### config.mk
export PLATFORM = sky130hd
export DESIGN_NAME = fp_add2_stream_ctrl_flat
export DESIGN_NICKNAME = d
export VERILOG_FILES = /design/src/rtl/fp_add2_stream_ctrl_pkg.sv /design/src/rtl/fp_add2_stream_ctrl_if.sv /design/src/rtl/fp_add2_res_fifo.sv /design/src/rtl/fp_add2_stream_ctrl.sv /design/src/flat_wrapper.sv
export SDC_FILE = /design/constraint.sdc
export NUM_CORES = 1
export LEC_CHECK = 0
export CORE_MARGIN = 2
export CORE_UTILIZATION = 45
export CTS_BUF_LIST = sky130_fd_sc_hd__clkbuf_8
export DETAILED_ROUTE_END_ITERATION = 8
export PLACE_DENSITY = 0.82
export SLEW_MARGIN = 20
export SYNTH_ARGS = -nofsm -noshare
export SYNTH_HDL_FRONTEND = slang
export SYNTH_SLANG_ARGS = --single-unit
### constraint.sdc
create_clock -name aclk -period 5.2 [get_ports aclk]
set_clock_uncertainty 0.1 [all_clocks]
set_input_delay 1.04 -clock aclk [delete_from_list [all_inputs] [get_ports aclk]]
set_output_delay 1.04 -clock aclk [all_outputs]
set_load 0.005 [all_outputs]
### src/rtl/fp_add2_stream_ctrl_pkg.sv
// Shared definitions for the binary32 add stream controller.
// Holds the field widths, the result-class bit positions, the rounding-mode
// encodings, the FIFO entry layout and the classification helper.
package fp_add2_stream_ctrl_pkg;
  localparam int EXP_W = 8;
  localparam int MAN_W = 23;
  localparam int FP_W  = 32;
  localparam int RM_W  = 3;
  localparam int CLS_W = 3;

  // Positions inside the {nan, inf, zero} class vector
  localparam int CLS_NAN  = 2;
  localparam int CLS_INF  = 1;
  localparam int CLS_ZERO = 0;

  typedef enum logic [RM_W-1:0] {
    RM_RNE = 3'd0,
    RM_RTZ = 3'd1,
    RM_RUP = 3'd2,
    RM_RDN = 3'd3,
    RM_RMM = 3'd4
  } rm_e;

  // One result FIFO entry: packed value plus its class
  typedef struct packed {
    logic [FP_W-1:0]  x;
    logic [CLS_W-1:0] cls;
  } res_t;

  localparam int RES_W = FP_W + CLS_W;

  // Subnormals and normals both classify as 000
  function automatic logic [CLS_W-1:0] fp_cls(input logic [FP_W-1:0] v);
    logic [EXP_W-1:0] e;
    logic [MAN_W-1:0] m;
    e = v[FP_W-2 -: EXP_W];
    m = v[MAN_W-1:0];
    fp_cls           = '0;
    fp_cls[CLS_NAN]  = (&e) & (|m);
    fp_cls[CLS_INF]  = (&e) & ~(|m);
    fp_cls[CLS_ZERO] = ~(|e) & ~(|m);
  endfunction
endpackage

### src/rtl/fp_add2_stream_ctrl_if.sv
// Operand and result stream channels of the add controller.
// master: the producer of operands / consumer of results.
// slave : the controller itself.
interface fp_add2_stream_ctrl_if;
  import fp_add2_stream_ctrl_pkg::*;

  logic             op_valid;
  logic             op_ready;
  logic [FP_W-1:0]  op_a;
  logic [FP_W-1:0]  op_b;
  logic [RM_W-1:0]  op_rm;
  logic             res_valid;
  logic             res_ready;
  logic [FP_W-1:0]  res_x;
  logic [CLS_W-1:0] res_cls;

  modport master (
    output op_valid, op_a, op_b, op_rm, res_ready,
    input  op_ready, res_valid, res_x, res_cls
  );

  modport slave (
    input  op_valid, op_a, op_b, op_rm, res_ready,
    output op_ready, res_valid, res_x, res_cls
  );
endinterface

### src/rtl/fp_add2_res_fifo.sv
// Two-entry result FIFO (value + class, 35 bits).
// Ports: aclk/arst_n; push/din write; pop/dout read from head;
// full/empty/count status. Push while full is only taken together with a pop.
module fp_add2_res_fifo
  import fp_add2_stream_ctrl_pkg::*;
(
  input  logic       aclk,
  input  logic       arst_n,
  input  logic       push,
  input  res_t       din,
  input  logic       pop,
  output res_t       dout,
  output logic       full,
  output logic       empty,
  output logic [1:0] count
);
  res_t       mem [2];
  logic       wr_ptr, rd_ptr;
  logic [1:0] cnt;
  logic       do_push, do_pop;

  assign do_pop  = pop & (cnt != 2'd0);
  assign do_push = push & ((cnt != 2'd2) | do_pop);

  always_ff @(posedge aclk or negedge arst_n) begin
    if (!arst_n) begin
      wr_ptr <= 1'b0;
      rd_ptr <= 1'b0;
      cnt    <= 2'd0;
    end else begin
      if (do_push) wr_ptr <= ~wr_ptr;
      if (do_pop)  rd_ptr <= ~rd_ptr;
      case ({do_push, do_pop})
        2'b10:   cnt <= cnt + 2'd1;
        2'b01:   cnt <= cnt - 2'd1;
        default: cnt <= cnt;
      endcase
    end
  end

  // Storage needs no reset: count gates every read
  always_ff @(posedge aclk) begin
    if (do_push) mem[wr_ptr] <= din;
  end

  assign dout  = mem[rd_ptr];
  assign full  = (cnt == 2'd2);
  assign empty = (cnt == 2'd0);
  assign count = cnt;
endmodule

### src/rtl/fp_add2_stream_ctrl.sv
// Stream controller around an external binary32 adder core.
// Ports: aclk/arst_n; strm (operand + result handshakes); unpacked operands
// a_*/b_* and rm to the core; astall holds the core output register;
// x is the core's registered result; busy flags any work in flight.
// Pipeline: S0 (operands, v0) -> core register (v1) -> 2-entry result FIFO.
module fp_add2_stream_ctrl
  import fp_add2_stream_ctrl_pkg::*;
(
  input  logic                 aclk,
  input  logic                 arst_n,
  fp_add2_stream_ctrl_if.slave strm,
  output logic                 a_sign,
  output logic [EXP_W-1:0]     a_exp,
  output logic [MAN_W-1:0]     a_man,
  output logic                 b_sign,
  output logic [EXP_W-1:0]     b_exp,
  output logic [MAN_W-1:0]     b_man,
  output logic [RM_W-1:0]      rm,
  output logic                 astall,
  input  logic [FP_W-1:0]      x,
  output logic                 busy
);
  localparam int STAGES = 1;

  // vld_pipe[0] = v0 (S0 holds an op), vld_pipe[1] = v1 (x is valid)
  logic [STAGES:0]  vld_pipe;
  logic [FP_W-1:0]  s0_a, s0_b;
  logic [RM_W-1:0]  s0_rm;
  logic             advance, push, pop;
  logic             fifo_full, fifo_empty;
  logic [1:0]       fifo_count;
  res_t             push_data, head;

  // Stall only when a valid core result has nowhere to go. Uses the
  // pre-edge full flag: a pop on the same edge frees space for the next one.
  assign advance = ~(vld_pipe[STAGES] & fifo_full);
  assign astall  = ~advance;

  always_ff @(posedge aclk or negedge arst_n) begin
    if (!arst_n) begin
      vld_pipe <= '0;
      s0_a     <= '0;
      s0_b     <= '0;
      s0_rm    <= '0;
    end else if (advance) begin
      vld_pipe <= {vld_pipe[STAGES-1:0], strm.op_valid};
      if (strm.op_valid) begin
        s0_a  <= strm.op_a;
        s0_b  <= strm.op_b;
        s0_rm <= strm.op_rm;
      end
    end
  end

  assign a_sign = s0_a[FP_W-1];
  assign a_exp  = s0_a[FP_W-2 -: EXP_W];
  assign a_man  = s0_a[MAN_W-1:0];
  assign b_sign = s0_b[FP_W-1];
  assign b_exp  = s0_b[FP_W-2 -: EXP_W];
  assign b_man  = s0_b[MAN_W-1:0];
  assign rm     = s0_rm;

  // x is only trusted while v1 is set (core register has no reset)
  assign push      = vld_pipe[STAGES] & ~fifo_full;
  assign pop       = ~fifo_empty & strm.res_ready;
  assign push_data = {x, fp_cls(x)};

  fp_add2_res_fifo u_fifo (
    .aclk   (aclk),
    .arst_n (arst_n),
    .push   (push),
    .din    (push_data),
    .pop    (pop),
    .dout   (head),
    .full   (fifo_full),
    .empty  (fifo_empty),
    .count  (fifo_count)
  );

  assign strm.op_ready  = advance;
  assign strm.res_valid = ~fifo_empty;
  assign strm.res_x     = head.x;
  assign strm.res_cls   = head.cls;
  assign busy           = (|vld_pipe) | (fifo_count != 2'd0);
endmodule

### src/flat_wrapper.sv
// flat-port wrapper written by rule: the top's interface ports become plain ports
module fp_add2_stream_ctrl_flat import fp_add2_stream_ctrl_pkg::*;
  (aclk, arst_n, a_sign, a_exp, a_man, b_sign, b_exp, b_man, rm, astall, x, busy, strm_op_valid, strm_op_a, strm_op_b, strm_op_rm, strm_res_ready, strm_op_ready, strm_res_valid, strm_res_x, strm_res_cls);
  fp_add2_stream_ctrl_if strm_i ();
  input  logic aclk;
  input  logic arst_n;
  output logic a_sign;
  output logic [EXP_W-1:0] a_exp;
  output logic [MAN_W-1:0] a_man;
  output logic b_sign;
  output logic [EXP_W-1:0] b_exp;
  output logic [MAN_W-1:0] b_man;
  output logic [RM_W-1:0] rm;
  output logic astall;
  input  logic [FP_W-1:0] x;
  output logic busy;
  input wire logic [$bits(strm_i.op_valid)-1:0] strm_op_valid;
  input wire logic [$bits(strm_i.op_a)-1:0] strm_op_a;
  input wire logic [$bits(strm_i.op_b)-1:0] strm_op_b;
  input wire logic [$bits(strm_i.op_rm)-1:0] strm_op_rm;
  input wire logic [$bits(strm_i.res_ready)-1:0] strm_res_ready;
  output wire logic [$bits(strm_i.op_ready)-1:0] strm_op_ready;
  output wire logic [$bits(strm_i.res_valid)-1:0] strm_res_valid;
  output wire logic [$bits(strm_i.res_x)-1:0] strm_res_x;
  output wire logic [$bits(strm_i.res_cls)-1:0] strm_res_cls;
  assign strm_i.op_valid = strm_op_valid;
  assign strm_i.op_a = strm_op_a;
  assign strm_i.op_b = strm_op_b;
  assign strm_i.op_rm = strm_op_rm;
  assign strm_i.res_ready = strm_res_ready;
  assign strm_op_ready = strm_i.op_ready;
  assign strm_res_valid = strm_i.res_valid;
  assign strm_res_x = strm_i.res_x;
  assign strm_res_cls = strm_i.res_cls;
  fp_add2_stream_ctrl u_core (.aclk(aclk), .arst_n(arst_n), .strm(strm_i), .a_sign(a_sign), .a_exp(a_exp), .a_man(a_man), .b_sign(b_sign), .b_exp(b_exp), .b_man(b_man), .rm(rm), .astall(astall), .x(x), .busy(busy));
endmodule
# --- Word-level counts from Yosys, hierarchy flattened ---
# Memories as Yosys holds them, arrays and structs flattened.
# Cells that the tools add are included.
op_classes:
  add_sub_neg: 2
  eq_ne: 4
  mux: 3
  n_bitwise: 17
  reduce_logical: 8
ops:
  columns: ["cell", "count"]
  rows:
  - ["$reduce_or A23 Y1", 1]
  - ["$and A1 B1 Y1", 8]
  - ["$reduce_and A8 Y1", 1]
  - ["$reduce_or A8 Y1", 1]
  - ["$not A1 Y1", 7]
  - ["$eq A2 B2 Y1 const B", 2]
  - ["$pmux W2 S2", 1]
  - ["$reduce_bool A2 Y1", 2]
  - ["$add A2 B1 Y2 const B", 1]
  - ["$eq A2 B1 Y1 const B", 1]
  - ["$logic_not A2 Y1", 1]
  - ["$mux W1", 2]
  - ["$ne A2 B2 Y1 const B", 1]
  - ["$or A1 B1 Y1", 2]
  - ["$reduce_and A2 Y1", 1]
  - ["$reduce_or A2 Y1", 1]
  - ["$sub A2 B1 Y2 const B", 1]
word_totals:
  register_bits: 73
  ramBits: 70
  out_inout_bits: 106
  elab_cells: 42
  mem_count: 1
memory_table:
  columns: ["memory", "depth", "width", "read_ports", "rd_clocked_by_memory_dff", "wr", "line_no", "text"]
  rows:
  - ["u_core.u_fifo.mem", 2, 35, 1, 0, 1, "fp_add2_res_fifo.sv:17", "res_t mem [2];"]

# --- Depth between registers and ports, before layout ---
logic_depth:
  depth_word: 8
  ltp_mapped: 6
  depth_no_buf: 6

# --- Modules after synthesis ---
# A second synthesis with hierarchy kept.
hier_totals:
  hier_cells: 303
  hier_area_um2: 5529.1
by_module_without_submodules:
  columns: ["module", "n_inst", "cells_each", "area_per_inst_um2", "seq_area_each_um2"]
  rows:
  - ["fp_add2_stream_ctrl", 1, 170, 2787.7, 1726.7]
  - ["fp_add2_res_fifo", 1, 133, 2741.4, 2202.1]

# --- Worst setup path after synthesis ---
# No wires, ideal clock.
synth_timing:
  kind: "reg-to-reg"
  from: "register u_core.u_fifo.cnt[0] (netlist: u_core.u_fifo.count[0])"
  to: "memory u_core.u_fifo.mem[0][0] in the netlist's numbering (enable)"
  setup_time_ns: 0.427
  t_arrival_ns: 2.108
  required_ns: 4.673
  path_slack_ns: 2.565
  path_stages_with_launch: 4
  path_buffers: 0
  synth_period_minus_slack_ns: 2.635
  path_cell_list: "dfrtp_1 > nand2b_1 > nand2_1 > nor2_1"
synth_via:
  elab_chain_len: 8
  word_cells_on_any_way: 13
synth_lines:
  columns: ["item", "line_no", "text"]
  rows:
  - ["start, declared", "fp_add2_res_fifo.sv:19", "logic [1:0] cnt;"]
  - ["start signal, assigned", "fp_add2_res_fifo.sv:34", "2'b10: cnt <= cnt + 2'd1;"]
  - ["start signal, assigned", "fp_add2_res_fifo.sv:35", "2'b01: cnt <= cnt - 2'd1;"]
  - ["start signal, assigned", "fp_add2_res_fifo.sv:36", "default: cnt <= cnt;"]
  - ["$logic_not A2 Y1", "fp_add2_res_fifo.sv:48", "assign empty = (cnt == 2'd0);"]
  - ["$not A1 Y1", "fp_add2_stream_ctrl.sv:65", "assign pop = ~fifo_empty & strm.res_ready;"]
  - ["$and A1 B1 Y1", "fp_add2_stream_ctrl.sv:65", null]
  - ["$and A1 B1 Y1", "fp_add2_res_fifo.sv:22", "assign do_pop = pop & (cnt != 2'd0);"]
  - ["$or A1 B1 Y1", "fp_add2_res_fifo.sv:23", "assign do_push = push & ((cnt != 2'd2) | do_pop);"]
  - ["$and A1 B1 Y1 (*)", "fp_add2_res_fifo.sv:23", null]
  - ["$mux W1 (*)", "fp_add2_res_fifo.sv:43", "if (do_push) mem[wr_ptr] <= din;"]
  - ["$mux W1 (not written as such) (*)", "fp_add2_res_fifo.sv:43", null]
  - ["end, declared", "fp_add2_res_fifo.sv:17", null]
# Every way passes the cells marked *; elsewhere a longest branch is shown, timed or not.

# --- Worst setup path in the final report ---
layout_timing:
  from: "register u_core.u_fifo.rd_ptr"
  to: "output strm_res_x[5]"
layout_via:
  elab_chain_len: 1
layout_lines:
  columns: ["item", "line_no", "text"]
  rows:
  - ["start, declared", "fp_add2_res_fifo.sv:18", "logic wr_ptr, rd_ptr;"]
  - ["start signal, assigned", "fp_add2_res_fifo.sv:32", "if (do_pop) rd_ptr <= ~rd_ptr;"]
  - ["$mem_v2 Z2 W35", null, null]
  - ["end, declared", "flat_wrapper.sv:24", "output wire logic [$bits(strm_i.res_x)-1:0] strm_res_x;"]
# No other way between the ends.

==> flow_metrics.py <==
metrics = {
    "status": {
        "status": "completed",
    },
    "setup_path": {
        "cp-start-kind": "register",
        "crit_type": "reg2out",
        "slowest_delay_ps": 680,
        "cp_slowest_cell": "dfrtp_1",
        "cp.required_ps": 4060,
        "end_kind": "output port",
        "path_cells": "buf_4 > mux2_2 > clkdlybuf4s50_1",
        "critPathMaxFanout": 24,
        "cp.arrival_ps": 2350,
    },
    "synth": {
        "synth.top_cells.by_count": "mux2_2 (83), dfrtp_1 (73), edfxtp_1 (70)",
        "async_reset_ff_share_pct": 51.0,
        "synthSimpleGateAreaFrac_pct": 3.09,
        "avgSynthCellArea_sq_um": 18.7,
        "synth_top_area_share_pct": 38.4,
        "synth_area_leaders": "edfxtp_1 (38%), dfrtp_1 (33%), mux2_2 (17%)",
        "muxShareOfSynthArea_pct": 22.3,
        "synthAdderAreaFrac_pct": 0.229,
        "synth.net_count": 397,
        "ys_ff_latch": 143,
        "synthMostInstantiatedCell": "mux2_2",
        "yosys.area.top_type": "edfxtp_1",
        "seq_area_frac_synth_pct": 71.8,
        "yosysWarnings": 0,
        "synth_top_family_by_area": "multiplexers",
        "synth-edff-count": 70,
        "synth_compound_area_share_pct": 0.275,
        "synth_xor_xnor_area_share_pct": 0.801,
        "synth.distinct_cells": 25,
        "netlist_area_sq_um": 5470,
        "synth_flop_cell": "dfrtp_1",
        "netlist_instances": 293,
    },
    "global_route": {
        "grt_pass1_wl_um": 19200,
        "grt_overflow": 0,
        "grtUsageTotal_pct": 19.4,
        "grt_max_degree": 69,
        "antenna_found_initial": 0,
        "grt_pass1_vias": 3693,
    },
    "clock_network": {
        "cts_buffers": 17,
        "clock_sinks": 143,
        "cts_buffer_depth": 2,
        "postCtsResizedCells": 0,
        "clk_pin_slew_ps": 70,
        "worstSkewPairLatency_ps": 410,
        "cts_max_level": 4,
        "cts_tree": "built",
        "root_buffer": "clkbuf_8",
        "postCtsSetupBuffers": 0,
        "hold_buffers": 0,
    },
    "route": {
        "first_pass_iters": 4,
        "viasPerCell": 4.94,
        "drt_iter0_drc": 139,
        "drt-wirelength-per-cell_um": 18.2,
        "drc": 0,
        "wirelength_um": 12200,
        "antenna_left": 0,
        "vias": 3318,
    },
    "timing": {
        "timing.final.crit_share_pct": 67.2,
        "finalHoldViolations": 0,
        "rsz0062_at_grt": "no",
        "setup_viol": 0,
        "fin_crit_ps": 3490,
        "tightest_slew_ps": 980,
        "fmax_ghz": 0.286,
        "drv_slew": 0,
        "relSlewSlack_pct": 34.5,
        "setup_tns_ps": 0,
    },
    "placement": {
        "hpwl_um": 8790,
        "portBuffers": 208,
        "place.gp.congestion": 0.753,
        "placed_area_sq_um": 7690,
    },
    "power_and_ir_drop": {
        "combPwrFrac_pct": 36.6,
        "pwr-share-clk_pct": 20.9,
        "p_sw_share_pct": 27.0,
        "power_leakage_nw": 3.11,
        "seqPwrFrac_pct": 42.5,
        "p_int_mw": 3.10,
        "ir_drop_v": 0.000234,
        "powerDensity_nw_per_um2": 524,
        "netSwitchingPower_mw": 1.15,
    },
    "layout": {
        "final_util_pct": 67.7,
        "area_growth_pct": 48.0,
        "final_nets": 616,
        "layout-drive-gt1-share_pct": 27.0,
        "diodes": 0,
        "design_area_sq_um": 8090,
    },
    "floorplanning": {
        "ios": 209,
        "die_x_um": 114,
        "start_util_pct": 45.7,
        "fp-row-count": 40,
        "dieArea_sq_um": 13100,
        "die_h_um": 114,
        "core_sq_um": 12000,
    },
    "min_path": {
        "hold_class": "reg2reg",
    },
    "run": {
        "drv_cap": 0,
    },
}
[layer usage]
layer / global-route usage, % / vias to the layer above / routed length (um)
li1: - / 1525 / -
met1: 22.8 / 1626 / 4780
met2: 31.1 / 153 / 6000
met3: 10.1 / 14 / 1300
met4: 6.18 / 0 / 163
met5: 0 / - / 0
[critical path, delay by kind of cell, from the launching register on]
kind | cells | cell delay (ps)
multiplexers | 1 | 380
buffers and inverters | 2 | 870
flip-flops | 1 | 680
[sequential cells by signal, indices dropped and copies added, names as in the netlist]
register              cells
u_core.u_fifo.rd_ptr      1
u_core.s0_a              32
u_core.s0_b              32
u_core.u_fifo.mem        70
u_core.u_fifo.count       2
u_core.vld_pipe           2
u_core.u_fifo.wr_ptr      1
u_core.rm                 3
[metrics by stage]
| stage | cells | power (mW) | worst slack (ps) | hold slack, ps |
|---|---|---|---|---|
| CTS | 672 | 4.30 | 1650 | 377 |
| global placement | 640 | 3.34 | 2200 | 344 |
| floorplan | 293 | 2.47 | 2560 | 330 |
| detailed placement | 640 | 3.39 | 2140 | 356 |
| global route | 672 | 4.48 | 1570 | 414 |
| finish | 672 | 4.24 | 1710 | 375 |
[worst paths after layout]
path	start	endpoint	slack [ps]	cells past startpoint
worst min register to register	u_core.vld_pipe[0]$_DFFE_PN0N_	u_core.vld_pipe[1]$_DFFE_PN0N_	380	2
worst max register to register	u_core.u_fifo.count[0]$_DFFE_PN0P_	u_core.s0_b[15]$_DFFE_PN0P_	3140	3
worst max-delay path	u_core.u_fifo.rd_ptr$_DFFE_PN0P_	strm_res_x[5]	1710	3
max in group asynchronous	arst_n	u_core.u_fifo.rd_ptr$_DFFE_PN0P_	3350	2
min in group asynchronous	arst_n	u_core.s0_a[27]$_DFFE_PN0P_	630	1
worst min-delay path	u_core.vld_pipe[0]$_DFFE_PN0N_	u_core.vld_pipe[1]$_DFFE_PN0N_	380	2
[layout make-up]
type                            instances  area (sq um)
Clock buffer                           17           234
Clock inverter                         15           171
Fill cell                             827          3870
Inverter                                2          7.51
Multi-Input combinational cell        137          1470
Sequential cell                       143          3930
Tap cell                              147           184
Timing Repair Buffer                  211          2100
[cells in the final DEF, fill, tap and decap left out, drive strengths merged, types with 2 or more instances in the layout]
| cell | n |
|---|---|
| nor4 | 7 |
| buf | 4 |
| nand4 | 3 |
| nor3 | 3 |
| nand2 | 5 |
| inv | 4 |
| clkinvlp | 5 |
| clkdlybuf4s50 | 207 |
| or2 | 2 |
| xnor2 | 3 |
| clkinv | 5 |
| dfrtp | 73 |
| clkbuf | 17 |
| xor2 | 2 |
| edfxtp | 70 |
| mux2 | 102 |
| nor2 | 2 |
| bufinv | 3 |
[cells by family after synthesis]
| family | after synthesis |
|---|---|
| flops | 143 |
| mux | 102 |
| simple gates | 27 |
| buf+inv | 13 |
| xor+xnor | 5 |
| compound gates | 2 |
| fa+ha+maj | 1 |
[power by group through the flow]
stage	clock (mW)	combinational (mW)	sequential (mW)
2_1_floorplan	0	0.689	1.78
3_3_place_gp	0	1.54	1.81
3_5_place_dp	0	1.57	1.82
4_1_cts	0.913	1.58	1.80
5_1_grt	0.967	1.67	1.84
6_report	0.888	1.55	1.80
Note: power is estimated with default switching activity, not from simulation.
